--- src/rtl/datapath_ctrl.sv ---
// datapath_ctrl: Moore control FSM for a small 16-bit register/ALU datapath.
// Accepts one instruction per start pulse, captures it, and sequences the
// register-file reads, ALU operation and write-back. It then reports completion
// with a single done cycle back in WAIT.
module datapath_ctrl (
   input  logic        clk,
   input  logic        reset_n,
   input  logic        start,
   input  logic [15:0] instr,
   output logic        busy,
   output logic        done,
   output logic        illegal,
   output logic [2:0]  readnum,
   output logic [2:0]  writenum,
   output logic        write,
   output logic        vsel,
   output logic        loada,
   output logic        loadb,
   output logic        asel,
   output logic        bsel,
   output logic [1:0]  shift,
   output logic [1:0]  ALUop,
   output logic        loadc,
   output logic        loads,
   output logic [15:0] datapath_in
);

   typedef enum logic [2:0] {
      S_WAIT   = 3'd0,
      S_DECODE = 3'd1,
      S_GETA   = 3'd2,
      S_GETB   = 3'd3,
      S_ALU    = 3'd4,
      S_WREG   = 3'd5,
      S_WIMM   = 3'd6
   } state_t;

   typedef enum logic [2:0] {
      K_MOVI, K_MOVR, K_MVN, K_ADD, K_AND, K_CMP, K_ILL
   } kind_t;

   state_t      state, state_nxt;
   kind_t       kind;
   logic [15:0] ir;
   logic        done_nxt, illegal_nxt;

   // Field views of the captured instruction.
   logic [2:0] opc, rn, rd, rm;
   logic [1:0] op, sh;
   assign opc = ir[15:13];
   assign op  = ir[12:11];
   assign rn  = ir[10:8];
   assign rd  = ir[7:5];
   assign sh  = ir[4:3];
   assign rm  = ir[2:0];

   // Classify the captured opcode pair into an instruction kind.
   always_comb begin
      kind = K_ILL;
      unique case ({opc, op})
         5'b110_10: kind = K_MOVI;
         5'b110_00: kind = K_MOVR;
         5'b101_11: kind = K_MVN;
         5'b101_00: kind = K_ADD;
         5'b101_10: kind = K_AND;
         5'b101_01: kind = K_CMP;
         default:   kind = K_ILL;
      endcase
   end

   // Next-state logic and Moore output decode from state plus captured fields.
   always_comb begin
      // NOTE: every output is defaulted before the case so no path can leave
      // one unassigned; that is what keeps this block free of inferred latches.
      state_nxt   = state;
      done_nxt    = 1'b0;
      illegal_nxt = 1'b0;
      busy        = 1'b1;
      readnum     = 3'd0;
      writenum    = 3'd0;
      write       = 1'b0;
      vsel        = 1'b0;
      loada       = 1'b0;
      loadb       = 1'b0;
      asel        = 1'b0;
      bsel        = 1'b0;
      shift       = 2'b00;
      ALUop       = 2'b00;
      loadc       = 1'b0;
      loads       = 1'b0;
      unique case (state)
         S_WAIT: begin
            busy = 1'b0;
            if (start) state_nxt = S_DECODE;
         end
         S_DECODE: begin
            unique case (kind)
               K_MOVI:        state_nxt = S_WIMM;
               K_MOVR, K_MVN: state_nxt = S_GETB;
               K_ILL: begin
                  state_nxt   = S_WAIT;
                  done_nxt    = 1'b1;
                  illegal_nxt = 1'b1;
               end
               default:       state_nxt = S_GETA;
            endcase
         end
         S_GETA: begin
            readnum   = rn;
            loada     = 1'b1;
            state_nxt = S_GETB;
         end
         S_GETB: begin
            readnum   = rm;
            loadb     = 1'b1;
            state_nxt = S_ALU;
         end
         S_ALU: begin
            shift = sh;
            loads = 1'b1;
            unique case (kind)
               K_MVN:   ALUop = 2'b11;
               K_AND:   ALUop = 2'b10;
               K_CMP:   ALUop = 2'b01;
               default: ALUop = 2'b00;
            endcase
            asel = (kind == K_MOVR) || (kind == K_MVN);
            if (kind == K_CMP) begin
               state_nxt = S_WAIT;
               done_nxt  = 1'b1;
            end else begin
               loadc     = 1'b1;
               state_nxt = S_WREG;
            end
         end
         S_WREG: begin
            writenum  = rd;
            write     = 1'b1;
            state_nxt = S_WAIT;
            done_nxt  = 1'b1;
         end
         S_WIMM: begin
            writenum  = rn;
            vsel      = 1'b1;
            write     = 1'b1;
            state_nxt = S_WAIT;
            done_nxt  = 1'b1;
         end
         default: begin
            busy      = 1'b0;
            state_nxt = S_WAIT;
         end
      endcase
   end

   // State register and the one-cycle done/illegal pulses seen in WAIT.
   always_ff @(posedge clk or negedge reset_n) begin
      if (!reset_n) begin
         state   <= S_WAIT;
         done    <= 1'b0;
         illegal <= 1'b0;
      end else begin
         // NOTE: sequential state uses non-blocking assignments so every
         // register samples pre-edge values regardless of statement order.
         state   <= state_nxt;
         done    <= done_nxt;
         illegal <= illegal_nxt;
      end
   end

   // Capture the instruction and its sign-extended immediate on acceptance.
   always_ff @(posedge clk or negedge reset_n) begin
      if (!reset_n) begin
         ir          <= 16'h0000;
         datapath_in <= 16'h0000;
      end else if (state == S_WAIT && start) begin
         ir          <= instr;
         datapath_in <= {{8{instr[7]}}, instr[7:0]};
      end
   end

endmodule

--- config.mk ---
export PLATFORM = sky130hd
export DESIGN_NAME = datapath_ctrl
export DESIGN_NICKNAME = d
export VERILOG_FILES = /design/src/rtl/datapath_ctrl.sv
export SDC_FILE = /design/constraint.sdc
export NUM_CORES = 1
export LEC_CHECK = 0
export ABC_CLOCK_PERIOD_IN_PS = 5150
export CAP_MARGIN = 20
export CELL_PAD_IN_SITES_DETAIL_PLACEMENT = 0
export CELL_PAD_IN_SITES_GLOBAL_PLACEMENT = 2
export CORE_ASPECT_RATIO = 0.75
export CORE_MARGIN = 10
export CORE_UTILIZATION = 26
export DETAILED_ROUTE_END_ITERATION = 12
export PLACE_DENSITY = 0.88
export SLEW_MARGIN = 40
export SYNTH_ARGS = -nofsm -noshare
export SYNTH_HDL_FRONTEND = slang
export SYNTH_SLANG_ARGS = --single-unit
--- constraint.sdc ---
create_clock -name clk -period 5.15 [get_ports clk]
set_input_delay 1.545 -clock clk [delete_from_list [all_inputs] [get_ports clk]]
set_output_delay 1.545 -clock clk [all_outputs]
set_load 0.05 [all_outputs]
# Word-level counts from Yosys, hierarchy flattened
# Index checks and enable logic that the tools add are counted.
totals:
  register_bits: 29
  input_bits: 19
  elab_cells: 53
op_classes:
  muxes: 23
  reduce_logical: 7
  eq_ne: 18
op_table:
  columns: ["op", "n"]
  rows:
  - ["5-bit equality test, second input constant", 6]
  - ["3-bit equality test, second input constant", 6]
  - ["3-bit one-hot mux with 6 select lines", 1]
  - ["3-bit one-hot mux with 5 select lines", 1]
  - ["1-bit 2-to-1 mux", 12]
  - ["3-bit one-hot mux with 2 select lines", 2]
  - ["3-bit by 2-bit equality test with 1-bit output, second input constant", 3]
  - ["3-bit one-hot mux with 3 select lines", 1]
  - ["3-bit by 1-bit equality test with 1-bit output, second input constant", 2]
  - ["3-bit logical NOT", 2]
  - ["3-bit 2-to-1 mux", 2]
  - ["2-bit one-hot mux with 3 select lines", 1]
  - ["6-bit OR reduction", 1]
  - ["2-bit 2-to-1 mux", 2]
  - ["2-bit OR reduction", 2]
  - ["1-bit one-hot mux with 3 select lines", 1]
  - ["2-bit inequality test, second input constant", 1]
  - ["1-bit logical AND", 1]
  - ["1-bit logical OR", 1]

# Logic depth before layout (Yosys ltp)
logic_depth:
  depth_word: 6
  mapped_depth: 5
  ltp_nobuf: 4

# Least setup slack after synthesis
# No wires, ideal clock.
synth_path:
  kind: "reg-to-output"
  start: "register state[1]"
  end: "output port readnum[0]"
  t_arrival_ps: 2452
  setup_slack_ps: 1153
  path_stages_with_launch: 5
  required_time_ps: 3605
  n_path_buf: 1
  path_cell_list: "dfrtp_1 > buf_4 > inv_1 > nor3_1 > a22o_1"
synth_via:
  elab_chain_cells: 2
synth_lines:
  columns: ["item", "line", "rtl"]
  rows:
  - ["start, declared", "42", "state_t state, state_nxt;"]
  - ["start signal, assigned", "165", "state <= state_nxt;"]
  - ["3-bit by 2-bit equality test with 1-bit output", "91", "unique case (state)"]
  - ["3-bit one-hot mux with 2 select lines *", "91", null]
  - ["end, declared", "13", "output logic [2:0] readnum,"]
# Mark *: on every way between the ends. The rest lies on a longest branch, timed or not.

# Final worst setup path
layout_path:
  start: "register state[2]"
  end: "output port ALUop[1]"
layout_via:
  elab_chain_cells: 2
layout_lines:
  columns: ["item", "line", "rtl"]
  rows:
  - ["3-bit equality test", "91", null]
  - ["2-bit 2-to-1 mux", "91", null]
  - ["end, declared", "22", "output logic [1:0] ALUop,"]
# Every way passes these cells.

==> impl_results.md <==
- Status: complete, no violations
- CP Max Fanout: 14
- Rows: 21
- Worst Setup End Kind: output port
- Ant diodes: 0
- Post-CTS Setup Repair Bufs: 0
- Post-DP HPWL: 2640 um
- DR vias: 886
- Initial Utilization: 0.270
- Vias in the first global route: 959
- # clock sinks: 21
- Library cells used by synthesis: 35
- Die Footprint: 7820 um2
- Reg clk slew, reported paths: 90 ps
- Post-DRT Antenna Nets: 0
- Detailed Route WL: 3280 um
- Die height: 79.1 um
- GR Overflow Total: 0
- Yosys reg bits: 21
- Max-Slew Margin vs Limit: 0.608
- CTS max path bufs: 2
- Total Nets Final: 167
- Setup Skew: 8.95 ps
- Top Usage Layer GRT: met2
- Hold Crit Depth: 1
- Critical Path AT: 2470 ps
- Req. time, crit path: 3610 ps
- Final GP Congestion: 0.714
- Core region area: 4490 um2
- Clk_lat worst skew: 270 ps
- WL/cell: 16.1 um
- GRT met2 Usage: 0.136
- Layout area overhead: 41.9%
- Total GRT Usage: 0.0784
- Met3 Track Usage GR: 0.0225
- Hold-fix buffers at CTS: 0
- Final setup TNS: 0 ps
- Synth Net Count: 128
- Part of the cycle the worst path needs: 0.780
- DR pass1 iterations: 4
- CP Class: flop to output port
- Post-cts resize count: 0
- CTS tree: done
- Initial DRC count: 61
- Largest net degree at the start of global routing: 22
- Post-Syn Instances: 109
- Num CTS Buffers: 3
- PortBufs: 54
- Max cap viols: 0
- # setup viols final: 0
- Syn Area/Cell: 11.1 um2
- Synth Warn #: 0
- Crit path time final: 4010 ps
- Reg2reg path depth: 3
- RSZ-0062 raised after global routing: false
- Hold Path Class: flop to flop
- Internal reg-to-reg setup slack: 3250 ps
- Vias per cell: 4.34
- Register area share after synthesis: 0.434
- Initial antenna violation count: 0
- GRT met1 Usage: 0.0937
- Share of cells above drive strength 1: 0.170
- DRC: 0
- First-pass GRT wire length: 5060 um
- Critical Path Start Type: flop
- CTS Root Cell: clkbuf_8
- Post-DP Area: 1670 um2
- Hold Vio Cnt, Final: 0
- Layout Utilization: 0.383
- Top-level I/O count: 56
- F_max: 249 MHz
- CTS HTree Levels: 1
- Slew Limit Fails: 0
- Worst Max-Slew Pin Slew: 586 ps
- Cell area after synthesis: 1210 um2
- Chip width: 98.8 um
- Post-layout instance area: 1720 um2
through the flow:
step / setup WS, ps / instances / hold slack (ps)
after floorplan: 1150 / 109 / 489
final: 1140 / 204 / 540
after detailed placement: 1410 / 200 / 525
after CTS: 1100 / 204 / 548
after global placement: 1440 / 199 / 517
after global routing: 984 / 204 / 561
state kept, by name, summed over array words and instances (netlist names):
name	flops
datapath_in	7
done	1
illegal	1
ir	9
state	3
final timing paths:
path                             endpoint  startpoint
max                              ALUop[1]    state[2]
min                                ir[14]      ir[14]
max reg2reg                datapath_in[5]    state[1]
min reg2reg                        ir[14]      ir[14]
max in group asynchronous           ir[9]     reset_n
min in group asynchronous          ir[12]     reset_n
per-layer routing:
layer  wire (um)  vias up
met2        1700       21
met3         157        2
met5           0        -
li1            -      442
met1        1400      421
met4          30        0
cell usage after synthesis:
library cell	count	area, um2
clkbuf_1	1	3.75
and2_1	5	31.3
o211a_1	1	10.0
o21bai_1	1	7.51
o32ai_1	1	8.76
a22oi_1	3	22.5
mux2_1	1	11.3
a21oi_1	1	5.00
buf_6	1	11.3
a311o_1	1	10.0
a221o_1	1	10.0
nor3b_1	3	22.5
nand2_1	1	3.75
and3_1	3	18.8
a22o_1	3	26.3
nor4b_4	1	23.8
inv_1	3	11.3
or2_2	1	6.26
a31oi_2	1	12.5
nand2b_1	1	6.26
o21ai_0	2	10.0
mux2_2	14	158
a31oi_1	1	6.26
nor2b_1	7	43.8
or3b_4	1	11.3
nor3_1	2	10.0
conb_1	1	3.75
inv_2	1	3.75
a21o_1	1	7.51
o21a_1	1	7.51
nor2_1	3	11.3
buf_2	1	5.00
and4b_1	1	10.0
buf_4	18	135
dfrtp_1	21	526
placed cells by master (no fill, tap or decap), types with 2 or more instances in the layout:
cell type	synthesis	layout
dfrtp_1	21	21
o21ai_0	2	2
nor2_1	3	3
mux2_2	14	14
clkbuf_8	0	3
a22oi_1	3	3
nor3b_1	3	3
and3_1	3	3
nor2b_1	7	7
nor3_1	2	2
a22o_1	3	3
clkdlybuf4s50_1	0	53
and2_1	5	5
inv_1	3	3
worst max-delay path, cell delays in order (launching register included):
cell and delay (ps):
dfrtp_1 590, or3b_4 450, inv_2 90, and3_1 160, and2_1 120, clkdlybuf4s50_1 800
area by class of cell:
class | instances | area, um2
fillers | 466 | 2770
repair buffers | 55 | 543
flip-flops and latches | 21 | 526
multi-input cells | 63 | 515
well taps | 57 | 71.3
clock buffers | 3 | 41.3
inverters | 4 | 15.0
clock inverters | 1 | 7.51
logic make-up after synthesis:
logic type,count (synthesis),synth area share
AO/OA/AOI/OAI,18,0.119
buffers and inverters,25,0.140
flip-flops,21,0.434
multiplexers,15,0.139
other,1,0.00310
AND/OR/NAND/NOR,29,0.164
Power is left out: the tool's default activity adds up to more than one toggle a clock period on the data nets, which glitch-free logic cannot reach.
